==> src/rtl/trigger_wheel_gen.sv <==
// trigger_wheel_gen: crank trigger-wheel emulator (TEETH-GAP pattern) with a
// cam output that repeats every two revolutions.
// Optional feature: define TRIGGER_WHEEL_GEN_RAMP_EN to slew the tooth period
// toward the requested value by at most ramp_step per slot. Without it the
// period jumps straight to the requested value and ramp_step is ignored.
module trigger_wheel_gen #(
    parameter int unsigned TEETH      = 60,
    parameter int unsigned GAP        = 2,
    parameter int unsigned PW         = 16,
    parameter int unsigned PERIOD_RST = 8,
    parameter int unsigned CAM_ON     = 4,
    parameter int unsigned CAM_OFF    = 54
) (
    input  logic                       clk,
    input  logic                       rst,
    input  logic                       ena,
    input  logic [PW-1:0]              period,
    input  logic                       period_ld,
    input  logic [PW-1:0]              ramp_step,
    output logic                       vr,
    output logic                       cam,
    output logic [$clog2(TEETH)-1:0]   tooth_idx,
    output logic                       tooth_strobe,
    output logic                       rev_strobe
);

    localparam int unsigned IW = $clog2(TEETH);

    localparam logic [IW-1:0] LAST_IDX    = IW'(TEETH - 1);
    localparam logic [IW:0]   TOOTH_LIM   = (IW+1)'(TEETH - GAP);
    localparam logic [IW-1:0] CAM_ON_IDX  = IW'(CAM_ON);
    localparam logic [IW-1:0] CAM_OFF_IDX = IW'(CAM_OFF);
    localparam logic [PW-1:0] PER_MIN     = PW'(2);
    localparam logic [PW-1:0] PER_RST     = PW'(PERIOD_RST);

    // Registered state
    logic [PW-1:0] tick;
    logic [PW-1:0] per;
    logic [PW-1:0] target;
    logic          cam_phase;

    // Next-state values
    logic [PW-1:0] tick_nxt;
    logic [PW-1:0] per_nxt;
    logic [PW-1:0] target_nxt;
    logic          phase_nxt;
    logic [IW-1:0] idx_nxt;
    logic          vr_nxt;
    logic          cam_nxt;
    logic          ts_nxt;
    logic          rs_nxt;

    // Decode helpers
    logic [PW-1:0] ld_val_c;
    logic [PW-1:0] per_next_c;
    logic          slot_end_c;
    logic          vr_rise_c;
    logic          wrap_c;
    logic [IW-1:0] idx_inc_c;

    // Clamp a requested period and select the target the next slot aims for
    always_comb begin
        ld_val_c   = (period < PER_MIN) ? PER_MIN : period;
        target_nxt = period_ld ? ld_val_c : target;
    end

    // Slot timing decode: end of slot, rising point of the tooth, wrap
    always_comb begin
        slot_end_c = (tick == (per - PW'(1)));
        vr_rise_c  = ((tick + PW'(1)) == (per >> 1)) &&
                     ({1'b0, tooth_idx} < TOOTH_LIM);
        wrap_c     = (tooth_idx == LAST_IDX);
        idx_inc_c  = wrap_c ? '0 : (tooth_idx + IW'(1));
    end

`ifdef TRIGGER_WHEEL_GEN_RAMP_EN
    logic [PW-1:0] dist_c;
    logic          up_c;

    // Period for the next slot: step toward target, never past it
    always_comb begin
        up_c   = (target_nxt > per);
        dist_c = up_c ? (target_nxt - per) : (per - target_nxt);
        if ((ramp_step == '0) || (dist_c <= ramp_step)) begin
            per_next_c = target_nxt;
        end else if (up_c) begin
            per_next_c = per + ramp_step;
        end else begin
            per_next_c = per - ramp_step;
        end
    end
`else
    logic unused_ramp_step;
    assign unused_ramp_step = ^ramp_step;

    // Period for the next slot: take the target directly
    always_comb begin
        per_next_c = target_nxt;
    end
`endif

    // Next-state logic: everything holds unless enabled; strobes default low
    always_comb begin
        tick_nxt  = tick;
        idx_nxt   = tooth_idx;
        per_nxt   = per;
        phase_nxt = cam_phase;
        vr_nxt    = vr;
        cam_nxt   = cam;
        ts_nxt    = 1'b0;
        rs_nxt    = 1'b0;
        if (ena) begin
            if (slot_end_c) begin
                tick_nxt = '0;
                idx_nxt  = idx_inc_c;
                per_nxt  = per_next_c;
                vr_nxt   = 1'b0;
                ts_nxt   = 1'b1;
                if (wrap_c) begin
                    rs_nxt    = 1'b1;
                    phase_nxt = ~cam_phase;
                end
                if (idx_inc_c == CAM_OFF_IDX) begin
                    cam_nxt = 1'b0;
                end else if ((idx_inc_c == CAM_ON_IDX) && phase_nxt) begin
                    cam_nxt = 1'b1;
                end
            end else begin
                tick_nxt = tick + PW'(1);
                if (vr_rise_c) begin
                    vr_nxt = 1'b1;
                end
            end
        end
    end

    // State and output registers with synchronous reset
    always_ff @(posedge clk) begin
        if (rst) begin
            tick         <= '0;
            tooth_idx    <= '0;
            per          <= PER_RST;
            target       <= PER_RST;
            cam_phase    <= 1'b0;
            vr           <= 1'b0;
            cam          <= 1'b0;
            tooth_strobe <= 1'b0;
            rev_strobe   <= 1'b0;
        end else begin
            tick         <= tick_nxt;
            tooth_idx    <= idx_nxt;
            per          <= per_nxt;
            target       <= target_nxt;
            cam_phase    <= phase_nxt;
            vr           <= vr_nxt;
            cam          <= cam_nxt;
            tooth_strobe <= ts_nxt;
            rev_strobe   <= rs_nxt;
        end
    end

endmodule

==> config.mk <==
export PLATFORM = sky130hd
export DESIGN_NAME = trigger_wheel_gen
export DESIGN_NICKNAME = d
export VERILOG_FILES = /design/src/rtl/trigger_wheel_gen.sv
export SDC_FILE = /design/constraint.sdc
export NUM_CORES = 1
export LEC_CHECK = 0
export ABC_AREA = 1
export BUFFER_PORTS_ARGS = -buffer_cell sky130_fd_sc_hd__buf_2
export CAP_MARGIN = 10
export CORE_MARGIN = 1
export CORE_UTILIZATION = 25
export DETAILED_ROUTE_END_ITERATION = 12
export PLACE_DENSITY_LB_ADDON = 0.12
export SLEW_MARGIN = 40
export SYNTH_ARGS = -nofsm -noshare
export SYNTH_HDL_FRONTEND = slang
export SYNTH_SLANG_ARGS = --single-unit
export TNS_END_PERCENT = 50
==> constraint.sdc <==
create_clock -name clk -period 2.5 [get_ports clk]
set_input_delay 0.5 -clock clk [delete_from_list [all_inputs] [get_ports clk]]
set_output_delay 0.5 -clock clk [all_outputs]
set_load 0.05 [all_outputs]
==> run summary <==
## Synthesis
* count of yosys warnings during synthesis: 0
* post-synthesis instance area: 4200 sq um
* count of unique library cells instantiated by Yosys: 32
* most instantiated flip-flop cell in the synthesis netlist: sky130_fd_sc_hd__dfxtp_1
* share of the synthesized netlist area taken by xor and xnor gates: 0.0450
* flip-flop and latch count after synthesis: 59
* number of enable-type register cells in the synthesized netlist: 0
* share of cell area taken by muxes after synthesis: 0
* Post-Synthesis Net Count: 730
* combinational family with the most area after synthesis: simple AND/OR/NAND/NOR gates
* fraction of registers with async set/reset: 0
* top cell type's share of synthesized area: 0.281
* sequential-to-total area share from yosys stat: 0.281
* Post-Syn Instances: 689
* Avg Inst Size Synth: 6.10 sq um
* biggest area consumer among synthesized cells: sky130_fd_sc_hd__dfxtp_1
* cells taking the most area after synthesis: sky130_fd_sc_hd__dfxtp_1 28%, sky130_fd_sc_hd__nand2_1 21%, sky130_fd_sc_hd__nand3_1 12%
* area share of fa/ha/maj cells after synthesis: 0.0149
* area share of and/or/nand/nor cells after synthesis: 0.509
* Compound-Gate Fraction of Synth Area: 0.0598

## Timing
* TNS Setup: 0 ps
* post-route clock period utilization: 0.918
* transition time at the pin with the least slew margin: 583 ps
* clock period minus final worst setup slack: 2300 ps
* Setup violations, final: 0
* setup slack after layout: 204 ps
* unrepaired setup endpoints after global routing: false
* relative slew slack: 0.609
* Hold Fails Final Rpt: 0
* clock skew: 8.38 ps
* number of max-slew violations in the final report: 0
* maximum clock frequency: 436 MHz

## Routing
* count of routing violations after the opening detailed-route iteration: 195
* via count normalized by instance count: 4.45
* Wirelength per Cell: 13.3 microns
* antenna-violating nets left: 0
* total via count in the routed design: 4,225
* number of optimization iterations in the first detailed-route pass: 5
* drt drc: 0
* routed wire length: 12,600 microns

## Global routing
* total global routing track utilization: 0.146
* largest net degree at the start of global routing: 35
* number of global-route vias before repair: 3,930
* number of antenna violations at the first check in global routing: 0
* global-route wire length before repair: 20,100 microns
* overflow left after global routing: 0

## Cells and area
* number of standard cells in the final layout excluding fillers: 950
* final net count: 766
* number of fill cells in the layout: 1,852
* Multi-input gate area: 2670 sq um
* layout cell share with drive strength beyond 1: 0.144
* sequential cell area in the final layout: 1180 sq um
* Layout Area Growth over Synthesis: 17.3%
* ant diodes: 0

## Critical path
* largest fanout on the critical path: 10
* arrival time at the worst endpoint: 2550 ps
* type of element launching the critical path: flop
* class of the most critical setup path: flop to flop
* endpoint class of the critical path: flop
* data required time of the worst path: 2750 ps

## Clock network
* Max clock buf depth: 2
* clock latency on the worst-skew pair: 320 ps
* # H-tree levels: 3
* CTS Buf Count: 9
* clock tree root driver cell: sky130_fd_sc_hd__clkbuf_16
* TritonCTS clock tree: built
* clock slew at the register clock pins of the worst setup and hold paths: 50 ps
* clock net sink count: 59

## Die
* initial cell density of the core: 0.254
* number of standard-cell rows in the floorplan: 47
* # IOs: 46
* die span in y: 132 microns
* area of the core: 16,500 sq um
* Die Footprint: 17,300 sq um
* overall die width: 132 microns

## Outcome
* status: finished clean

## Power and ir drop
* Worst VDD drop: 0.000417 V
* Leakage: 2.33 nW
* cell area power density: 438 nW/um^2

## Placement
* placed insts: 930
* half-perimeter wire length after detailed placement: 9800 microns
* Buffers on Ports: 29
* weighted congestion at the end of routability-driven global placement: 0.817
* post-placement worst setup slack: 163 ps

## Job
* number of max-capacitance violations reported: 0

## Hold path
* min-delay worst type: primary input to flop

==> layer usage <==
layer  wire length (microns)  global-route usage
met1                    6310               0.198
met2                    5810               0.240
met3                     422              0.0154
met4                      89              0.0472
met5                       0                   0
==> report_power, final <==
part / leakage (nW) / switching, mW / internal, mW
Combinational: 1.73 / 0.0850 / 0.0391
Clock: 0.127 / 0.404 / 0.665
Sequential: 0.479 / 0.00657 / 0.959
Total: 2.33 / 0.495 / 1.66
==> sequential cells by signal, summed over array words and instances, names as in the netlist <==
register and cells:
cam 1, cam_phase 1, per 16, rev_strobe 1, target 16, tick 16, tooth_idx 6, tooth_strobe 1
vr 1
==> logic make-up after synthesis <==
kind of cell               Yosys count
AOI/OAI and AO/OA                   50
xor gates and xnor gates            20
adders and majority gates            5
buffers and inverters               93
DFF                                 59
and+or+nand+nor                    462
==> final timing paths <==
check / startpoint / end / slack (ps) / cells after the start
max reg2reg: per[1] / tick[10] / 200 / 13
min: period[3] / target[3] / 450 / 3
min reg2reg: cam / cam / 460 / 2
max: per[1] / tick[10] / 200 / 13
==> synth_stat cells, types with 7 or more instances <==
cell / count
sky130_fd_sc_hd__a21oi_1: 41
sky130_fd_sc_hd__buf_2: 9
sky130_fd_sc_hd__clkbuf_1: 13
sky130_fd_sc_hd__dfxtp_1: 59
sky130_fd_sc_hd__inv_1: 61
sky130_fd_sc_hd__nand2_1: 237
sky130_fd_sc_hd__nand2_2: 7
sky130_fd_sc_hd__nand3_1: 99
sky130_fd_sc_hd__nand3b_1: 8
sky130_fd_sc_hd__nand4_1: 9
sky130_fd_sc_hd__nor2_1: 66
sky130_fd_sc_hd__nor2_2: 8
sky130_fd_sc_hd__nor2_4: 8
sky130_fd_sc_hd__o21ai_0: 8
sky130_fd_sc_hd__xor2_1: 15
==> metrics by stage <==
step                      area (sq um)  utilization  hold slack [ps]  total power [mW]
after floorplan                   4200            -              424              1.06
after global placement            4630        0.280              440              1.11
after detailed placement          4630        0.280              447              1.11
after CTS                         4890        0.296              444              2.19
after global routing              4930        0.298              468              2.25
final                             4930        0.298              450              2.16
==> cells in the final DEF, fill, tap and decap left out, drive strengths merged, types with 4 or more instances in the layout <==
master / Yosys / layout
o21ai: 8 / 8
ha: 5 / 5
clkbuf: 13 / 13
xnor2: 4 / 4
xor2: 15 / 15
nand2: 247 / 247
a21oi: 41 / 41
inv: 66 / 66
nand4: 9 / 9
nand3b: 9 / 9
dfxtp: 59 / 59
buf: 13 / 49
clkinv: 1 / 4
nand3: 105 / 105
nor2: 84 / 86
nor3: 4 / 4
==> critical path: stages (launching register included) <==
cell	delay [ps]
sky130_fd_sc_hd__dfxtp_1	310
sky130_fd_sc_hd__inv_1	90
sky130_fd_sc_hd__ha_1	260
sky130_fd_sc_hd__nand2_1	160
sky130_fd_sc_hd__nor2_4	190
sky130_fd_sc_hd__nand2_1	100
sky130_fd_sc_hd__nand2_1	70
sky130_fd_sc_hd__nand3_1	190
sky130_fd_sc_hd__nand3b_4	150
sky130_fd_sc_hd__nor2_4	50
sky130_fd_sc_hd__nand3_4	190
sky130_fd_sc_hd__buf_4	240
sky130_fd_sc_hd__nand3_1	80
sky130_fd_sc_hd__a21oi_1	130
==> layout make-up <==
class                      instances  area share
timing repair buffer              49      0.0599
multi-input combinational        539       0.542
tap                              220      0.0558
clock inverter                     3     0.00304
clock buffer                      13      0.0487
sequential                        59       0.240
inverter                          67      0.0510
==> repair_timing <==
item,4_1_cts,5_1_grt
hold buffers,0,0
resized for setup,0,3
setup endpoints to repair,0,28
buffers inserted,0,2
(Power assumes the default switching activity.)
